## src/rtl/serial_addsub_if.sv

```systemverilog
// Request/response bundle for the serial add/subtract unit.
// The requester drives operands and start; the unit returns the result and NZCV flags.
interface serial_addsub_if #(
  parameter int WIDTH = 64
);
  logic             start;
  logic             sub;
  logic [WIDTH-1:0] A;
  logic [WIDTH-1:0] B;
  logic             busy;
  logic             done;
  logic [WIDTH-1:0] result;
  logic             negative;
  logic             zero;
  logic             carry_out;
  logic             overflow;

  modport master (
    output start, sub, A, B,
    input  busy, done, result,
    input  negative, zero, carry_out, overflow
  );

  modport slave (
    input  start, sub, A, B,
    output busy, done, result,
    output negative, zero, carry_out, overflow
  );
endinterface

```

## src/rtl/serial_addsub.sv

```systemverilog
// Multi-cycle add/subtract built from a short chain of full-adder cells.
// It processes BITS_PER_CYCLE bits per clock, LSB first, and reports ARM-style NZCV flags.
module adder1 (
  input  logic a_i,
  input  logic b_i,
  input  logic cin_i,
  output logic s_o,
  output logic cout_o
);
  assign s_o    = a_i ^ b_i ^ cin_i;
  assign cout_o = (a_i & b_i) | (cin_i & (a_i ^ b_i));
endmodule

module serial_addsub #(
  parameter int WIDTH          = 64,
  parameter int BITS_PER_CYCLE = 1
) (
  input  logic           clk,
  input  logic           reset,
  serial_addsub_if.slave bus
);
  localparam int BPC   = BITS_PER_CYCLE;
  localparam int STEPS = WIDTH / BPC;
  localparam int CW    = (STEPS > 1) ? $clog2(STEPS) : 1;

  typedef enum logic [1:0] {
    IDLE = 2'd0,
    RUN  = 2'd1,
    DONE = 2'd2
  } state_e;

  state_e               state_q, state_d;
  logic [WIDTH-1:0]     opa_q, opa_d;
  logic [WIDTH-1:0]     opb_q, opb_d;
  logic [WIDTH-BPC-1:0] acc_q, acc_d;
  logic [WIDTH-1:0]     res_q, res_d;
  logic                 carry_q, carry_d;
  logic [CW-1:0]        cnt_q, cnt_d;
  logic [3:0]           nzcv_q, nzcv_d;

  logic [BPC:0]         c;
  logic [BPC-1:0]       s;
  logic [WIDTH-1:0]     full;
  logic                 last;

  assign c[0] = carry_q;

  for (genvar i = 0; i < BPC; i++) begin : g_chain
    adder1 u_fa (
      .a_i    (opa_q[i]),
      .b_i    (opb_q[i]),
      .cin_i  (c[i]),
      .s_o    (s[i]),
      .cout_o (c[i+1])
    );
  end

  // Operands shift right each step; sums enter the shadow from the top.
  assign full = {s, acc_q};
  assign last = (cnt_q == CW'(STEPS - 1));

  always_comb begin
    state_d = state_q;
    opa_d   = opa_q;
    opb_d   = opb_q;
    acc_d   = acc_q;
    res_d   = res_q;
    carry_d = carry_q;
    cnt_d   = cnt_q;
    nzcv_d  = nzcv_q;
    unique case (state_q)
      IDLE, DONE: begin
        state_d = IDLE;
        if (bus.start) begin
          state_d = RUN;
          opa_d   = bus.A;
          opb_d   = bus.sub ? ~bus.B : bus.B;
          carry_d = bus.sub;
          cnt_d   = '0;
        end
      end
      RUN: begin
        opa_d   = opa_q >> BPC;
        opb_d   = opb_q >> BPC;
        acc_d   = full[WIDTH-1:BPC];
        carry_d = c[BPC];
        cnt_d   = cnt_q + 1'b1;
        if (last) begin
          state_d = DONE;
          cnt_d   = '0;
          res_d   = full;
          // Low operand bits now hold the original MSB slice.
          nzcv_d  = {s[BPC-1],
                     (full == '0),
                     c[BPC],
                     opa_q[BPC-1] ^ opb_q[BPC-1]
                       ^ s[BPC-1] ^ c[BPC]};
        end
      end
      default: state_d = IDLE;
    endcase
  end

  always_ff @(posedge clk) begin
    if (reset) begin
      state_q <= IDLE;
      opa_q   <= '0;
      opb_q   <= '0;
      acc_q   <= '0;
      res_q   <= '0;
      carry_q <= 1'b0;
      cnt_q   <= '0;
      nzcv_q  <= '0;
    end else begin
      state_q <= state_d;
      opa_q   <= opa_d;
      opb_q   <= opb_d;
      acc_q   <= acc_d;
      res_q   <= res_d;
      carry_q <= carry_d;
      cnt_q   <= cnt_d;
      nzcv_q  <= nzcv_d;
    end
  end

  assign bus.busy      = (state_q == RUN);
  assign bus.done      = (state_q == DONE);
  assign bus.result    = res_q;
  assign bus.negative  = nzcv_q[3];
  assign bus.zero      = nzcv_q[2];
  assign bus.carry_out = nzcv_q[1];
  assign bus.overflow  = nzcv_q[0];
endmodule

```

## src/flat_wrapper.sv

```systemverilog
// flat-port wrapper written by rule: the top's interface ports become plain ports
module serial_addsub_flat 
#(
  parameter int WIDTH          = 64,
  parameter int BITS_PER_CYCLE = 1
)
  (clk, reset, bus_start, bus_sub, bus_A, bus_B, bus_busy, bus_done, bus_result, bus_negative, bus_zero, bus_carry_out, bus_overflow);
  serial_addsub_if #(.WIDTH(WIDTH)) bus_i ();
  input  logic clk;
  input  logic reset;
  input wire logic [$bits(bus_i.start)-1:0] bus_start;
  input wire logic [$bits(bus_i.sub)-1:0] bus_sub;
  input wire logic [$bits(bus_i.A)-1:0] bus_A;
  input wire logic [$bits(bus_i.B)-1:0] bus_B;
  output wire logic [$bits(bus_i.busy)-1:0] bus_busy;
  output wire logic [$bits(bus_i.done)-1:0] bus_done;
  output wire logic [$bits(bus_i.result)-1:0] bus_result;
  output wire logic [$bits(bus_i.negative)-1:0] bus_negative;
  output wire logic [$bits(bus_i.zero)-1:0] bus_zero;
  output wire logic [$bits(bus_i.carry_out)-1:0] bus_carry_out;
  output wire logic [$bits(bus_i.overflow)-1:0] bus_overflow;
  assign bus_i.start = bus_start;
  assign bus_i.sub = bus_sub;
  assign bus_i.A = bus_A;
  assign bus_i.B = bus_B;
  assign bus_busy = bus_i.busy;
  assign bus_done = bus_i.done;
  assign bus_result = bus_i.result;
  assign bus_negative = bus_i.negative;
  assign bus_zero = bus_i.zero;
  assign bus_carry_out = bus_i.carry_out;
  assign bus_overflow = bus_i.overflow;
  serial_addsub #(.WIDTH(WIDTH), .BITS_PER_CYCLE(BITS_PER_CYCLE)) u_core (.clk(clk), .reset(reset), .bus(bus_i));
endmodule
```

## config.mk

```make
export PLATFORM = sky130hd
export DESIGN_NAME = serial_addsub_flat
export DESIGN_NICKNAME = d
export VERILOG_FILES = /design/src/rtl/serial_addsub_if.sv /design/src/rtl/serial_addsub.sv /design/src/flat_wrapper.sv
export SDC_FILE = /design/constraint.sdc
export NUM_CORES = 1
export LEC_CHECK = 0
export ABC_AREA = 1
export CORE_MARGIN = 3
export CORE_UTILIZATION = 43
export DETAILED_ROUTE_END_ITERATION = 12
export PLACE_DENSITY = 0.82
export REMOVE_ABC_BUFFERS = 1
export SYNTH_ARGS = -nofsm -noshare
export SYNTH_HDL_FRONTEND = slang
export SYNTH_HIERARCHICAL = 1
export SYNTH_SLANG_ARGS = --single-unit
```

## constraint.sdc

```tcl
create_clock -name clk -period 1.4 [get_ports clk]
set_clock_uncertainty 0.05 [all_clocks]
set_input_delay 0.28 -clock clk [delete_from_list [all_inputs] [get_ports clk]]
set_output_delay 0.28 -clock clk [all_outputs]
set_load 0.05 [all_outputs]
```

==> results.txt <==
status = complete, but fails checks
violated checks = setup timing
TritonCTS buffer count = 28
global route overflow = 0
GP Congestion = 0.805
Hold Crit Class = in2reg
Sequential Area = 5510 sq um
Post-Synthesis Cells = 1532
Overall Global Routing Usage = 22.9%
Worst setup SP type = flip-flop
CTS root buf = clkbuf_16
met1 global-route usage = 29.0%
Total Power = 19.4 mW
final hold violation count = 0
Detailed Routing Iterations Pass 1 = 5
Worst EP arrival = 2.12 ns
Final Cycle Share = 122%
insertion delay to the later sink of the worst-skew pair = 0.55 ns
sequential cell area fraction in the yosys report = 48.2%
row cnt = 58
met3 usage = 3.77%
total number of H-tree levels = 1
largest net degree at the start of global routing = 74
Netlist cell types = 23
height of the die = 167 um
Area contributors post-synth = dfxtp_1 48%, nand2_1 19%, nor2_1 5.5%, xnor2_1 4.3%, a21oi_1 3.8%
total of warnings raised by yosys = 6
Leak = 7.65 nW
hold_sp = bus_sub
IO Count = 202
Max Cap Viol = 0
Pwr Density = 1050 nW/um^2
DRT antenna net count = 0
Avg WL per Cell = 19.1 um
core area = 25300 sq um
die area = 27800 sq um
hpwl dp = 18.4 mm
kind of critical path = reg2reg
fraction of layout cells with a size suffix above 1 = 32.7%
Starting Density = 44.0%
nets = 1936
register bit total from synthesis = 267
cts hold-fix bufs = 0
R2R cell count = 11
Area Growth Syn to Fin = 65.7%
RSZ-0062 raised after global routing = yes
maximum clock insertion buffer count = 3
Required @ worst endpoint = 1.81 ns
Fmax achieved = 585 MHz
Synth area leader = dfxtp_1
Max Fanout on Critical Path = 5
commonest cells after routing, fill and taps aside = 399 x nand2_1, 193 x dfxtp_1, 160 x nor2_1
clock sink count = 267
PortBufs = 201
Reg clk slew, reported paths = 0.07 ns
Cell Count Post-Placement = 2005
CP startpoint = u_core/cnt_q[0]$_SDFFE_PP0P_
Post-Syn Area = 11100 sq um
relative slew slack = 59.5%
routed vias/inst = 5.53
Period minus WS final = 1.71 ns
Iter 0 DRT Violations = 1069
fillcell total = 1656
Multi-input gate area = 6090 sq um
Final setup viols = 214
vias in the first global route = 10800
Crit. End Element = flip-flop
CTS tree = built
maximum vdd drop = 0.691 mV
Crit Reg-Reg Startpoint = u_core/cnt_q[0]$_SDFFE_PP0P_
Place WS = -0.352 ns
Routed WL = 41.1 mm
Synth top area share = 48.2%
layer with the highest usage = met2
placement-stage cell area = 14400 sq um
hold depth = 4
initial antenna violation count = 1
DRC viols = 0
synthesized area per cell = 7.25 sq um
final cell count without fillers = 2155
first-pass GRT wire length = 53.8 mm
Die X-Extent = 167 um
total number of vias = 11900
Slew Limit Fails = 0
post-route setup slack = -0.308 ns
Final Instance Area = 18400 sq um
Worst Max-Slew Pin Slew = 0.608 ns
most common cell after layout, fill and taps aside = nand2_1
met2 usage = 39.6%
## report_power, final
part	switching (mW)	internal [mW]	total, mW
clock	3.21	4.29	7.50
sequential	0.444	8.00	8.44
combinational	1.78	1.67	3.45
## cell families after synthesis
group | count (synthesis) | share of synthesized area [%]
compound gates | 277 | 14.5
xor+xnor | 57 | 4.50
fa+ha+maj | 2 | 0.293
buf+inv | 189 | 7.18
flops | 267 | 48.2
simple gates | 740 | 25.4
## sequential cells by signal (all words and copies together) (netlist names)
signal,flops
u_core/bus.result,64
u_core/opa_q,64
u_core/opb_q,64
u_core/acc_q,63
u_core/cnt_q,6
u_core/nzcv_q,3
u_core/state_q,2
u_core/carry_q,1
## synthesized netlist by cell type
cell and number:
a211oi_1 2, a21oi_1 84, a31oi_1 64, buf_1 5
buf_2 40, buf_4 10, clkbuf_1 51, dfxtp_1 267
fa_1 1, ha_1 1, inv_1 80, inv_2 3
nand2_1 551, nand2_2 2, nand3_1 21, nand3b_1 1
nor2_1 163, nor2_2 2, o211ai_1 54, o21a_1 1
o21ai_0 72, xnor2_1 55, xor2_1 2
## stage by stage
| step | util [%] | hold slack, ns | TNS [ns] |
|---|---|---|---|
| 3_3_place_gp | 56.9 | 0.400 | -33.81 |
| 2_1_floorplan | - | 0.299 | -549.50 |
| 6_report | 72.8 | 0.183 | -22.17 |
| 3_5_place_dp | 56.9 | 0.416 | -38.75 |
| 5_1_grt | 72.8 | 0.196 | -34.17 |
| 4_1_cts | 65.9 | 0.168 | -11.21 |
## layer usage
layer  wire length [um]  vias to the layer above
met4               2150                        0
met3               3120                      181
met5                  0                        -
met2              20600                      644
li1                   -                     5459
met1              15300                     5643
## cell type report
type                       instances  share of cell area [%]
sequential                       267                    29.9
inverter                          83                    1.88
tap                              330                    2.25
clock buffer                      37                    4.43
timing repair buffer             346                    27.7
antenna                            2                  0.0272
multi-input combinational       1076                    33.1
clock inverter                    14                   0.674
## critical path, cell delays in order, from the launching register on
cell     delay (ns)
dfxtp_2        0.36
ha_4           0.16
nand3_4        0.10
nor2_4         0.13
nand2_4        0.09
inv_8          0.07
buf_12         0.11
buf_12         0.11
buf_12         0.12
buf_16         0.13
nand2_2        0.04
a21oi_1        0.16
## final timing paths
kind                                         to  slack, ns
max          u_core/bus.result[53]$_SDFFE_PP0P_      -0.31
min                 u_core/carry_q$_SDFFE_PP0P_       0.18
max reg2reg  u_core/bus.result[53]$_SDFFE_PP0P_      -0.31
min reg2reg       u_core/opa_q[63]$_SDFFE_PP0P_       0.42
## what timing repair did
| action | in CTS | in global routing |
|---|---|---|
| buffers inserted | 25 | 31 |
| cloned | 18 | 26 |
| resized for setup | 226 | 330 |
| setup endpoints to repair | 174 | 297 |
| pin swaps | 28 | 79 |
Note: power is estimated with default switching activity, not from simulation.
